--- config.mk ---
export PLATFORM = sky130hd
export DESIGN_NAME = if_fetch_flat
export DESIGN_NICKNAME = d
export VERILOG_FILES = /design/src/rtl/if_fetch_pkg.sv /design/src/rtl/if_fetch_if.sv /design/src/rtl/if_fetch_buf.sv /design/src/rtl/if_fetch.sv /design/src/flat_wrapper.sv
export SDC_FILE = /design/constraint.sdc
export NUM_CORES = 1
export LEC_CHECK = 0
export CAP_MARGIN = 20
export CELL_PAD_IN_SITES_DETAIL_PLACEMENT = 0
export CELL_PAD_IN_SITES_GLOBAL_PLACEMENT = 1
export CORE_MARGIN = 4
export CORE_UTILIZATION = 34
export CTS_CLUSTER_SIZE = 8
export DETAILED_ROUTE_END_ITERATION = 8
export PLACE_DENSITY = 0.86
export SLEW_MARGIN = 20
export SYNTH_ARGS = -nofsm -noshare
export SYNTH_HDL_FRONTEND = slang
export SYNTH_SLANG_ARGS = --single-unit
--- constraint.sdc ---
create_clock -name clk -period 6.03 [get_ports clk]
set_input_delay 1.206 -clock clk [delete_from_list [all_inputs] [get_ports clk]]
set_output_delay 1.206 -clock clk [all_outputs]
set_load 0.03 [all_outputs]
--- src/rtl/if_fetch_pkg.sv ---
// Shared constants for the instruction-fetch slice: default widths, enable
// levels, zero words and the per-slot PC increment.
package if_fetch_pkg;

    localparam int IF_ADDR_W = 32;
    localparam int IF_INST_W = 64;

    localparam logic RstEnable   = 1'b1;
    localparam logic ChipEnable  = 1'b1;
    localparam logic ChipDisable = 1'b0;

    localparam logic [31:0] ZeroWord       = 32'h0000_0000;
    localparam logic [63:0] ZeroDoubleWord = 64'h0;

    localparam int PC_INC        = 8;
    localparam int PC_ALIGN_MASK = 7;

    localparam logic [1:0] BUF_DEPTH = 2'd2;

    // An instruction slot is 8 bytes, so only the low three bits matter.
    function automatic logic pc_aligned(input logic [2:0] lo);
        return (lo == 3'b000);
    endfunction

endpackage

--- src/rtl/if_fetch_if.sv ---
// Bundle of the fetch stage's ROM, redirect and decode-handshake signals.
// The master modport is the fetch stage; the slave modport is its environment.
interface if_fetch_if #(
    parameter int ADDR_W = 32,
    parameter int INST_W = 64
);
    logic              rom_ce_o;
    logic [ADDR_W-1:0] rom_addr_o;
    logic [INST_W-1:0] rom_inst_i;
    logic              stall_i;
    logic              redirect_i;
    logic [ADDR_W-1:0] redirect_pc_i;
    logic              id_valid_o;
    logic              id_ready_i;
    logic [ADDR_W-1:0] id_pc_o;
    logic [INST_W-1:0] id_inst_o;
    logic              misalign_o;

    modport master (
        output rom_ce_o, rom_addr_o, id_valid_o, id_pc_o, id_inst_o, misalign_o,
        input  rom_inst_i, stall_i, redirect_i, redirect_pc_i, id_ready_i
    );

    modport slave (
        input  rom_ce_o, rom_addr_o, id_valid_o, id_pc_o, id_inst_o, misalign_o,
        output rom_inst_i, stall_i, redirect_i, redirect_pc_i, id_ready_i
    );
endinterface

--- src/rtl/if_fetch_buf.sv ---
// Two-entry {pc, inst} fetch buffer. Entry 0 is always the head; a pop shifts
// entry 1 down. Head outputs read zero when the buffer is empty.
module if_fetch_buf
    import if_fetch_pkg::*;
#(
    parameter int ADDR_W = IF_ADDR_W,
    parameter int INST_W = IF_INST_W
) (
    input  logic              clk,
    input  logic              rst,
    input  logic              clear_i,
    input  logic              push_i,
    input  logic [ADDR_W-1:0] push_pc_i,
    input  logic [INST_W-1:0] push_inst_i,
    input  logic              pop_i,
    output logic [1:0]        count_o,
    output logic              valid_o,
    output logic [ADDR_W-1:0] head_pc_o,
    output logic [INST_W-1:0] head_inst_o
);

    logic [1:0]        count_q, count_d;
    logic [ADDR_W-1:0] pc0_q, pc0_d, pc1_q, pc1_d;
    logic [INST_W-1:0] inst0_q, inst0_d, inst1_q, inst1_d;
    logic              pop_ok, push_ok;
    logic [1:0]        wr_idx;

    always_comb begin
        pop_ok  = pop_i && (count_q != 2'd0);
        push_ok = push_i && ((count_q != BUF_DEPTH) || pop_ok);
        wr_idx  = count_q - {1'b0, pop_ok};
        count_d = count_q + {1'b0, push_ok} - {1'b0, pop_ok};
        if (clear_i) begin
            count_d = 2'd0;
        end

        pc0_d   = pc0_q;
        inst0_d = inst0_q;
        pc1_d   = pc1_q;
        inst1_d = inst1_q;
        if (pop_ok) begin
            pc0_d   = pc1_q;
            inst0_d = inst1_q;
        end
        // New entry lands just behind whatever survives this cycle's pop.
        if (push_ok) begin
            if (wr_idx == 2'd0) begin
                pc0_d   = push_pc_i;
                inst0_d = push_inst_i;
            end else begin
                pc1_d   = push_pc_i;
                inst1_d = push_inst_i;
            end
        end
    end

    always_ff @(posedge clk) begin
        if (rst == RstEnable) begin
            count_q <= 2'd0;
        end else begin
            count_q <= count_d;
        end
    end

    always_ff @(posedge clk) begin
        pc0_q   <= pc0_d;
        inst0_q <= inst0_d;
        pc1_q   <= pc1_d;
        inst1_q <= inst1_d;
    end

    assign count_o     = count_q;
    assign valid_o     = (count_q != 2'd0);
    assign head_pc_o   = valid_o ? pc0_q   : '0;
    assign head_inst_o = valid_o ? inst0_q : '0;

endmodule

--- src/rtl/if_fetch.sv ---
// Instruction-fetch stage: PC, ROM chip enable, fetch gating and redirects.
// Optional feature macro IF_ALIGN_CHECK_EN flags misaligned redirects instead of masking them.
module if_fetch
    import if_fetch_pkg::*;
#(
    parameter int                ADDR_W   = IF_ADDR_W,
    parameter int                INST_W   = IF_INST_W,
    parameter logic [ADDR_W-1:0] RESET_PC = '0
) (
    input  logic        clk,
    input  logic        rst,
    if_fetch_if.master  bus
);

    logic [ADDR_W-1:0] pc_q, pc_d;
    logic              ce_q;
    logic              misalign;
    logic [ADDR_W-1:0] redir_pc;
    logic [1:0]        count;
    logic              buf_valid;
    logic              pop;
    logic              fetch;

    assign pop   = buf_valid && bus.id_ready_i;
    assign fetch = ce_q && !bus.stall_i && !bus.redirect_i && !misalign &&
                   ((count != BUF_DEPTH) || pop);

`ifdef IF_ALIGN_CHECK_EN
    logic misalign_q, misalign_d;

    always_comb begin
        misalign_d = misalign_q;
        if (bus.redirect_i) begin
            misalign_d = !pc_aligned(bus.redirect_pc_i[2:0]);
        end
    end

    always_ff @(posedge clk) begin
        if (rst == RstEnable) begin
            misalign_q <= 1'b0;
        end else begin
            misalign_q <= misalign_d;
        end
    end

    assign redir_pc = bus.redirect_pc_i;
    assign misalign = misalign_q;
`else
    // Without the check, a misaligned target snaps down to its slot.
    assign redir_pc = bus.redirect_pc_i & ~ADDR_W'(PC_ALIGN_MASK);
    assign misalign = 1'b0;
`endif

    always_comb begin
        pc_d = pc_q;
        if (bus.redirect_i) begin
            pc_d = redir_pc;
        end else if (fetch) begin
            pc_d = pc_q + ADDR_W'(PC_INC);
        end
    end

    always_ff @(posedge clk) begin
        if (rst == RstEnable) begin
            pc_q <= RESET_PC;
            ce_q <= ChipDisable;
        end else begin
            pc_q <= pc_d;
            ce_q <= ChipEnable;
        end
    end

    if_fetch_buf #(
        .ADDR_W (ADDR_W),
        .INST_W (INST_W)
    ) u_buf (
        .clk         (clk),
        .rst         (rst),
        .clear_i     (bus.redirect_i),
        .push_i      (fetch),
        .push_pc_i   (pc_q),
        .push_inst_i (bus.rom_inst_i),
        .pop_i       (pop),
        .count_o     (count),
        .valid_o     (buf_valid),
        .head_pc_o   (bus.id_pc_o),
        .head_inst_o (bus.id_inst_o)
    );

    assign bus.rom_ce_o   = ce_q;
    assign bus.rom_addr_o = pc_q;
    assign bus.id_valid_o = buf_valid;
    assign bus.misalign_o = misalign;

endmodule

--- src/flat_wrapper.sv ---
// flat-port wrapper written by rule: the top's interface ports become plain ports
module if_fetch_flat import if_fetch_pkg::*;
#(
    parameter int                ADDR_W   = IF_ADDR_W,
    parameter int                INST_W   = IF_INST_W,
    parameter logic [ADDR_W-1:0] RESET_PC = '0
)
  (clk, rst, bus_rom_ce_o, bus_rom_addr_o, bus_id_valid_o, bus_id_pc_o, bus_id_inst_o, bus_misalign_o, bus_rom_inst_i, bus_stall_i, bus_redirect_i, bus_redirect_pc_i, bus_id_ready_i);
  if_fetch_if #(.ADDR_W(ADDR_W), .INST_W(INST_W)) bus_i ();
  input  logic clk;
  input  logic rst;
  output wire logic [$bits(bus_i.rom_ce_o)-1:0] bus_rom_ce_o;
  output wire logic [$bits(bus_i.rom_addr_o)-1:0] bus_rom_addr_o;
  output wire logic [$bits(bus_i.id_valid_o)-1:0] bus_id_valid_o;
  output wire logic [$bits(bus_i.id_pc_o)-1:0] bus_id_pc_o;
  output wire logic [$bits(bus_i.id_inst_o)-1:0] bus_id_inst_o;
  output wire logic [$bits(bus_i.misalign_o)-1:0] bus_misalign_o;
  input wire logic [$bits(bus_i.rom_inst_i)-1:0] bus_rom_inst_i;
  input wire logic [$bits(bus_i.stall_i)-1:0] bus_stall_i;
  input wire logic [$bits(bus_i.redirect_i)-1:0] bus_redirect_i;
  input wire logic [$bits(bus_i.redirect_pc_i)-1:0] bus_redirect_pc_i;
  input wire logic [$bits(bus_i.id_ready_i)-1:0] bus_id_ready_i;
  assign bus_rom_ce_o = bus_i.rom_ce_o;
  assign bus_rom_addr_o = bus_i.rom_addr_o;
  assign bus_id_valid_o = bus_i.id_valid_o;
  assign bus_id_pc_o = bus_i.id_pc_o;
  assign bus_id_inst_o = bus_i.id_inst_o;
  assign bus_misalign_o = bus_i.misalign_o;
  assign bus_i.rom_inst_i = bus_rom_inst_i;
  assign bus_i.stall_i = bus_stall_i;
  assign bus_i.redirect_i = bus_redirect_i;
  assign bus_i.redirect_pc_i = bus_redirect_pc_i;
  assign bus_i.id_ready_i = bus_id_ready_i;
  if_fetch #(.ADDR_W(ADDR_W), .INST_W(INST_W), .RESET_PC(RESET_PC)) u_core (.clk(clk), .rst(rst), .bus(bus_i));
endmodule
==> impl_metrics.toml, run 1 <==
[place]
dp.cells = 1386
hpwl_um = 16200
port_buffers = 224
gp_congestion = 0.789

[clock_tree]
cts_tree = "done"
holdBufCountCts = 0
cts_inserted_buffers = 31
cts_root_buffer = "clkbuf_16"
clk_latency_ns = 0.53
clk_path_buf_depth = 3
cts_sinks = 221
clkTransAtPathRegs_ns = 0.05
htreeDepth = 1
post_cts_buffers = 0
cts_resized = 0

[grt]
antenna_found_initial = 0
use_met1_pct = 22.2
top_usage_layer = "met2"
grt_pass1_wl_um = 39500
grt_util_all_layers_pct = 15.9
overflow = 0
grt_util_met3_pct = 2.97
grt_max_degree = 187
grt_pass1_vias = 6977
use_met2_pct = 25.2

[sta]
finalSetupViolCount = 0
rsz0062_at_grt = "no"
clock_skew_ns = 0.0111
worst_slew_pin_slew_ns = 0.957
tns_ns = 0
timing.final.crit_period_ns = 3.82
relSlewSlack_pct = 36.0
post-route-period-util_pct = 63.4
fmax_mhz = 262
drv_slew = 0
finalHoldViolCount = 0

[layout]
final_util_pct = 47.2
areaGrowthSynthToFinish_pct = 36.5
antenna_cells = 0
final_common_cell = "clkdlybuf4s50_1"
finalNonFillerCells = 1443
fin_nets = 1182
multi_input_area_mm2 = 0.00372
drive_above_1_share_pct = 4.90
seqCellArea_mm2 = 0.00536
n_fill_cell = 2524
final_cell_mix = "clkdlybuf4s50_1 (224), dfxtp_1 (128), nand2_1 (113)"

[detailed_routing]
vias = 7152
antenna_left = 0
drc = 0
avgRoutedWirePerCell_um = 17.5
drtPass1Iterations = 4
vias_per_cell = 4.96
drtIter0Drc = 507
wl_um = 25200

[power_and_ir_drop]
leakage_uw = 0.00497
p_total_uw = 3790
ir_drop_mv = 0.235
power_density_mw_per_mm2 = 297

[setup_path]
critPathKind = "reg -> out"
start_kind = "flip-flop"
cp.arrival_ns = 2.62
worstPathMaxFanout = 58
crit_required_ns = 4.82
endpoint_kind = "primary output"

[logic_synthesis]
synth_area_mm2 = 0.00935
synth_flop_cell = "dfxtp_1"
yosys_warnings = 0
synth.avg_cell_area_um2 = 10.7
yosysSeqAreaShare_pct = 57.3
async_flop_share_pct = 0
synth.distinct_cells = 55
synth-edff-count = 93
ys_ff_latch = 221
synthCells = 871

[die]
row_count = 60
start_util_pct = 34.6
die_area_mm2 = 0.0302
top_level_ports = 232
dieHeight_um = 174
die_w_um = 174
coreArea_mm2 = 0.0270

[flow_run]
cap_viol_max_count = 0

[hold_path]
hold_path.class = "reg -> reg"

[status]
status = "complete, no violations"
==> kinds of logic after synthesis <==
logic type,count (synthesis),share of synthesized area [%]
other,1,0.0401
XOR/XNOR,11,1.03
buffers and inverters,75,3.34
flip-flops,221,57.3
adder cells (fa/ha/maj),3,0.401
AND/OR/NAND/NOR,307,17.3
multiplexers,94,10.1
AO/OA/AOI/OAI,159,10.5
==> cells in the mapped netlist, types with 4 or more instances <==
master,number,area share (%)
buf_4,5,0.40
nor4_1,10,0.67
inv_1,11,0.44
a311oi_1,4,0.37
nand3_1,13,0.70
edfxtp_1,93,30
or3_1,7,0.47
o21ai_0,94,5.0
and3_1,6,0.40
o21ai_1,4,0.21
o22ai_1,4,0.27
a211oi_1,8,0.64
dfxtp_1,128,27
buf_2,9,0.48
o211ai_1,4,0.32
or4_1,9,0.72
nor3_1,4,0.21
buf_1,12,0.48
clkbuf_1,37,1.5
nand2_1,114,4.6
a31oi_1,10,0.67
xnor2_1,8,0.75
o311ai_0,7,0.66
o31a_1,4,0.37
nand4_1,5,0.33
and2_1,104,7.0
mux2i_1,94,10
nor2_1,16,0.64
==> metrics by stage <==
step	hold WS (ns)	setup WS (ns)	cell area (um^2)
after CTS	0.477	2.16	12800
after floorplan	0.444	1.30	9370
final	0.472	2.21	12800
after global routing	0.501	2.07	12800
after detailed placement	0.463	1.86	11900
after global placement	0.460	1.95	11900
==> report_power, final <==
group | leakage, uW | internal [uW] | switching (uW)
registers | 0.00191 | 1700 | 83.3
clock network | 0.000419 | 967 | 616
logic | 0.00265 | 210 | 214
total | 0.00497 | 2880 | 913
==> cell type report <==
| class | instances | area share [%] |
|---|---|---|
| sequential | 221 | 42.0 |
| timing repair buffer | 235 | 18.3 |
| inverter | 11 | 0.324 |
| multi-input combinational | 578 | 29.1 |
| tap | 341 | 3.34 |
| clock buffer | 57 | 6.92 |
==> registers in the layout, summed over array words and instances, names as in the netlist <==
register,count
u_core.u_buf.inst1_q,64
u_core.u_buf.inst0_q,64
u_core.bus.rom_addr_o,29
u_core.bus.rom_ce_o,1
u_core.u_buf.pc1_q,29
u_core.u_buf.count_o,2
u_core.u_buf.pc0_q,32
==> layer usage <==
layer / wire (um) / vias to the layer above
li1: - / 3540
met1: 11400 / 3354
met2: 11800 / 219
met4: 565 / 0
met5: 0 / -
met3: 1390 / 39
==> path summary, 6_finish.rpt <==
kind                                   to  slack (ns)  cells after the start               startpoint
setup / recovery          bus_id_pc_o[18]        2.21                      4  u_core.u_buf.count_o[1]
hold / removal      u_core.u_buf.pc0_q[1]        0.47                      1    u_core.u_buf.pc0_q[1]
setup reg to reg  u_core.u_buf.count_o[1]        3.25                     10  u_core.u_buf.count_o[1]
hold reg to reg     u_core.u_buf.pc0_q[1]        0.47                      1    u_core.u_buf.pc0_q[1]
==> critical path, cell delays in order (launching register included) <==
cell and delay [ns]:
dfxtp_1 0.46, or2_2 0.18, buf_4 0.44, and2_1 0.20
clkdlybuf4s50_1 0.77
Note: power is estimated with default switching activity, not from simulation.
==> run 2, diff against run 1 <==
==> constraint.sdc (replaced) <==
create_clock -name clk -period 3.35 [get_ports clk]
set_input_delay 0.67 -clock clk [delete_from_list [all_inputs] [get_ports clk]]
set_output_delay 0.67 -clock clk [all_outputs]
set_load 0.03 [all_outputs]
==> impl_metrics.toml, run 2 (synthesis gave the netlist of run 1 again) <==
[place]
hpwl_um = 16800
gp_congestion = 0.820
port_buffers = 224
dp.cells = 1398

[sta]
rsz0062_at_grt = "no"
finalSetupViolCount = 0
finalHoldViolCount = 0
drv_slew = 0
clock_skew_ns = 0.0147
worst_slew_pin_slew_ns = 0.730
post-route-period-util_pct = 94.9
relSlewSlack_pct = 51.3
fmax_mhz = 315
timing.final.crit_period_ns = 3.18
holdWs_ns = 0.480

[layout]
finalNonFillerCells = 1455
top_regs = "u_core.u_buf.inst0_q x64, u_core.u_buf.inst1_q x64, u_core.u_buf.pc0_q x32"
final_cell_mix = "clkdlybuf4s50_1 (223), dfxtp_1 (128), nand2_1 (113)"
final_common_cell = "clkdlybuf4s50_1"
drive_above_1_share_pct = 5.92
antenna_cells = 0
areaGrowthSynthToFinish_pct = 38.4
fin_nets = 1194

[setup_path]
cp.arrival_ns = 2.51
crit_required_ns = 2.68
critPathMaxStageDelay_ns = 0.72
cp_top_family = "buffers and inverters"
start_kind = "flip-flop"
worstPathMaxFanout = 50
critPathKind = "reg -> out"
slowest_stage = "clkdlybuf4s50_1"
crit_path_cell_trace = "or2_4, buf_12, and2_1, clkdlybuf4s50_1"
endpoint_kind = "primary output"
worst-path-buf-inv = 2

[power_and_ir_drop]
ir_drop_mv = 0.338
leakage_uw = 0.00508
power_density_mw_per_mm2 = 527
switchingPower_uw = 1650
comb_power_share_pct = 11.6
netSwitchingFraction_pct = 24.1
pwr-share-clk_pct = 41.3
pwr-share-seq_pct = 47.1
power.internal_uw = 5180

[die]
row_count = 60
die_w_um = 174
die_area_mm2 = 0.0302
coreArea_mm2 = 0.0270
start_util_pct = 34.6
dieHeight_um = 174
top_level_ports = 232

[grt]
grt_pass1_wl_um = 39600
grt_max_degree = 95
overflow = 0
grt_pass1_vias = 7126
grt_util_all_layers_pct = 15.8
antenna_found_initial = 0

[flow_run]
cap_viol_max_count = 0

[detailed_routing]
vias_per_cell = 4.93
drc = 0
wl_um = 25200
drtIter0Drc = 500
avgRoutedWirePerCell_um = 17.3
antenna_left = 0
vias = 7172
drtPass1Iterations = 4

[clock_tree]
cts_sinks = 221
clk_latency_ns = 0.53
cts_tree = "done"
cts_resized = 1
post_cts_buffers = 0
cts_root_buffer = "clkbuf_16"
htreeDepth = 1
holdBufCountCts = 0
cts_inserted_buffers = 31
clkTransAtPathRegs_ns = 0.05
clk_path_buf_depth = 3

[hold_path]
hold_path.class = "reg -> reg"

[status]
status = "complete, no violations"
==> run 2: power groups by stage <==
stage | Clock (uW) | Combinational, uW | Sequential (uW)
finish | 2820 | 789 | 3220
CTS | 2910 | 797 | 3220
detailed placement | 0 | 793 | 3270
global route | 3020 | 870 | 3250
floorplan | 0 | 417 | 3270
global placement | 0 | 772 | 3260
==> run 2: layout make-up <==
type | count | area [um^2]
fill | 2501 | 14100
clock buffer | 56 | 870
tap | 341 | 427
sequential | 221 | 5360
inverter | 11 | 41.3
clock inverter | 1 | 5.00
timing repair buffer | 247 | 2520
multi-input combinational | 578 | 3720
==> run 2: path summary, 6_finish.rpt <==
| kind | start | endpoint | slack [ns] | cells after the start |
|---|---|---|---|---|
| max | u_core.u_buf.count_o[1] | bus_id_pc_o[24] | 0.17 | 4 |
| min | u_core.u_buf.pc0_q[2] | u_core.u_buf.pc0_q[2] | 0.48 | 1 |
| max reg2reg | u_core.bus.rom_addr_o[8] | u_core.bus.rom_addr_o[27] | 0.91 | 5 |
| min reg2reg | u_core.u_buf.pc0_q[2] | u_core.u_buf.pc0_q[2] | 0.48 | 1 |
==> run 2: routing by layer <==
metal | up-vias | track usage, % | wire (um)
li1 | 3569 | - | -
met1 | 3361 | 21.4 | 11400
met2 | 210 | 26.5 | 11900
met3 | 32 | 2.77 | 1360
met4 | 0 | 4.03 | 458
met5 | - | 0 | 0
==> run 2: worst reg2reg max path: stages (launching register included) <==
cell and delay [ns]:
dfxtp_1 0.51, nand4_2 0.11, buf_4 0.21, or4_1 0.73, or4_1 0.53, a311oi_1 0.25
==> run 2: through the flow <==
| step | TNS, ns | total power (uW) | setup slack [ns] | utilization [%] | area (um^2) |
|---|---|---|---|---|---|
| floorplan | 0 | 3690 | 0.176 | - | 9370 |
| global placement | -1.10 | 4030 | -0.0227 | 44.5 | 12000 |
| detailed placement | 0 | 4070 | 0.196 | 44.6 | 12100 |
| CTS | 0 | 6920 | 0.0774 | 47.9 | 12900 |
| global route | 0 | 7140 | 0.0171 | 47.9 | 12900 |
| finish | 0 | 6830 | 0.171 | 47.9 | 12900 |
==> run 3, diff against run 2 <==
--- a/config.mk
+++ b/config.mk
@@ -5,11 +5,11 @@
 export SDC_FILE = /design/constraint.sdc
 export NUM_CORES = 1
 export LEC_CHECK = 0
-export CAP_MARGIN = 20
 export CELL_PAD_IN_SITES_DETAIL_PLACEMENT = 0
 export CELL_PAD_IN_SITES_GLOBAL_PLACEMENT = 1
 export CORE_MARGIN = 4
 export CORE_UTILIZATION = 34
+export CTS_CLUSTER_DIAMETER = 60
 export CTS_CLUSTER_SIZE = 8
 export DETAILED_ROUTE_END_ITERATION = 8
 export PLACE_DENSITY = 0.86
==> impl_metrics.toml, run 3 (synthesis gave the netlist of run 1 again) <==
[layout]
areaGrowthSynthToFinish_pct = 38.2
fin_nets = 1194
antenna_cells = 0
final_cell_mix = "clkdlybuf4s50_1 (224), dfxtp_1 (128), nand2_1 (113)"
final_util_pct = 47.8
seqCellArea_mm2 = 0.00536
drive_above_1_share_pct = 5.86
top_regs = "u_core.u_buf.inst0_q x64, u_core.u_buf.inst1_q x64, u_core.u_buf.pc0_q x32"
multi_input_area_mm2 = 0.00372
n_fill_cell = 2498
final_common_cell = "clkdlybuf4s50_1"

[grt]
grt_util_all_layers_pct = 15.8
grt_pass1_vias = 7127
grt_max_degree = 95
grt_pass1_wl_um = 39400
overflow = 0
use_met1_pct = 21.2
use_met2_pct = 26.4
antenna_found_initial = 0
grt_util_met3_pct = 2.79
top_usage_layer = "met2"

[sta]
timing.final.crit_period_ns = 3.17
tns_ns = 0
relSlewSlack_pct = 51.0
post-route-period-util_pct = 94.7
fmax_mhz = 315
drv_slew = 0
finalSetupViolCount = 0
rsz0062_at_grt = "no"
worst_slew_pin_slew_ns = 0.734
clock_skew_ns = 0.0113
finalHoldViolCount = 0

[place]
gp_congestion = 0.820
hpwl_um = 16800
port_buffers = 224

[detailed_routing]
wl_um = 25100
drtPass1Iterations = 5
vias = 7135
drtIter0Drc = 501
drc = 0
vias_per_cell = 4.92
avgRoutedWirePerCell_um = 17.3
antenna_left = 0

[setup_path]
critPathMaxStageDelay_ns = 0.72
crit_path_cell_trace = "or2_4, buf_12, and2_1, clkdlybuf4s50_1"
cp.arrival_ns = 2.50
slowest_stage = "clkdlybuf4s50_1"
worstPathMaxFanout = 50
critPathKind = "reg -> out"
start_kind = "flip-flop"
timing.rr.end = "u_core.bus.rom_addr_o[27]"
reg2reg_slack_ns = 0.92
r2r_cells = 5
r2r_start = "u_core.bus.rom_addr_o[8]"
endpoint_kind = "primary output"
crit_required_ns = 2.68

[hold_path]
hold_path.class = "reg -> reg"
hp-start = "u_core.u_buf.pc0_q[2]"
min_to = "u_core.u_buf.pc0_q[2]"
hold_path_depth = 1

[power_and_ir_drop]
ir_drop_mv = 0.323
p_total_uw = 6780
leakage_uw = 0.00505
power_density_mw_per_mm2 = 524

[clock_tree]
cts_root_buffer = "clkbuf_16"
clk_latency_ns = 0.53
cts_sinks = 221
cts_tree = "done"
clk_path_buf_depth = 3
htreeDepth = 1
cts_inserted_buffers = 31
holdBufCountCts = 0
cts_resized = 1
clkTransAtPathRegs_ns = 0.05
post_cts_buffers = 0

[die]
dieHeight_um = 174
start_util_pct = 34.6
row_count = 60
die_area_mm2 = 0.0302
coreArea_mm2 = 0.0270
top_level_ports = 232
die_w_um = 174

[status]
status = "complete, no violations"

[flow_run]
cap_viol_max_count = 0
[run 3: through the flow]
stage / setup WS, ns / cells / hold slack [ns] / area, um^2
5_1_grt: 0.00985 / 1451 / 0.493 / 12900
3_5_place_dp: 0.196 / 1398 / 0.468 / 12100
4_1_cts: 0.0899 / 1451 / 0.479 / 12900
2_1_floorplan: 0.176 / 874 / 0.444 / 9370
6_report: 0.177 / 1451 / 0.477 / 12900
3_3_place_gp: -0.0227 / 1397 / 0.459 / 12000
[run 3: routing by layer]
metal	wire length [um]	share of wire, %	up-vias
met5	0	0	-
met2	11900	47	228
li1	-	-	3562
met3	1520	6.1	32
met4	446	1.8	0
met1	11300	45	3313
[run 3: how the worst max path moves through the flow]
stage | startpoint | end | slack (ns) | cells after the start
2_1_floorplan | bus_stall_i | u_core.u_buf.inst1_q[0] | 0.18 | 4
3_3_place_gp | bus_id_ready_i | u_core.u_buf.inst1_q[48] | -0.02 | 5
3_5_place_dp | bus_id_ready_i | u_core.u_buf.inst1_q[57] | 0.20 | 6
4_1_cts | u_core.u_buf.count_o[1] | bus_id_pc_o[24] | 0.09 | 4
5_1_grt | u_core.u_buf.count_o[1] | bus_id_pc_o[22] | 0.01 | 4
6_report | u_core.u_buf.count_o[1] | bus_id_pc_o[24] | 0.18 | 4
[run 3: area by class of cell]
class	count	share of cell area [%]
Timing Repair Buffer	247	19.5
Tap cell	341	3.30
Multi-Input combinational cell	578	28.8
Sequential cell	221	41.4
Clock buffer	53	6.64
Inverter	11	0.319
[run 3: worst max-delay path: cells and delay by family, from the launching register on]
kind / cells / cell delay, ns
simple gates: 2 / 0.51
buf+inv: 2 / 0.98
flops: 1 / 0.46
[run 3: power by group]
part           internal, uW  total (uW)  leakage (uW)  switching (uW)
combinational           393         789       0.00274             396
clock                  1700        2770      0.000408            1070
sequential             3070        3220       0.00191             146
total                  5160        6780       0.00505            1610
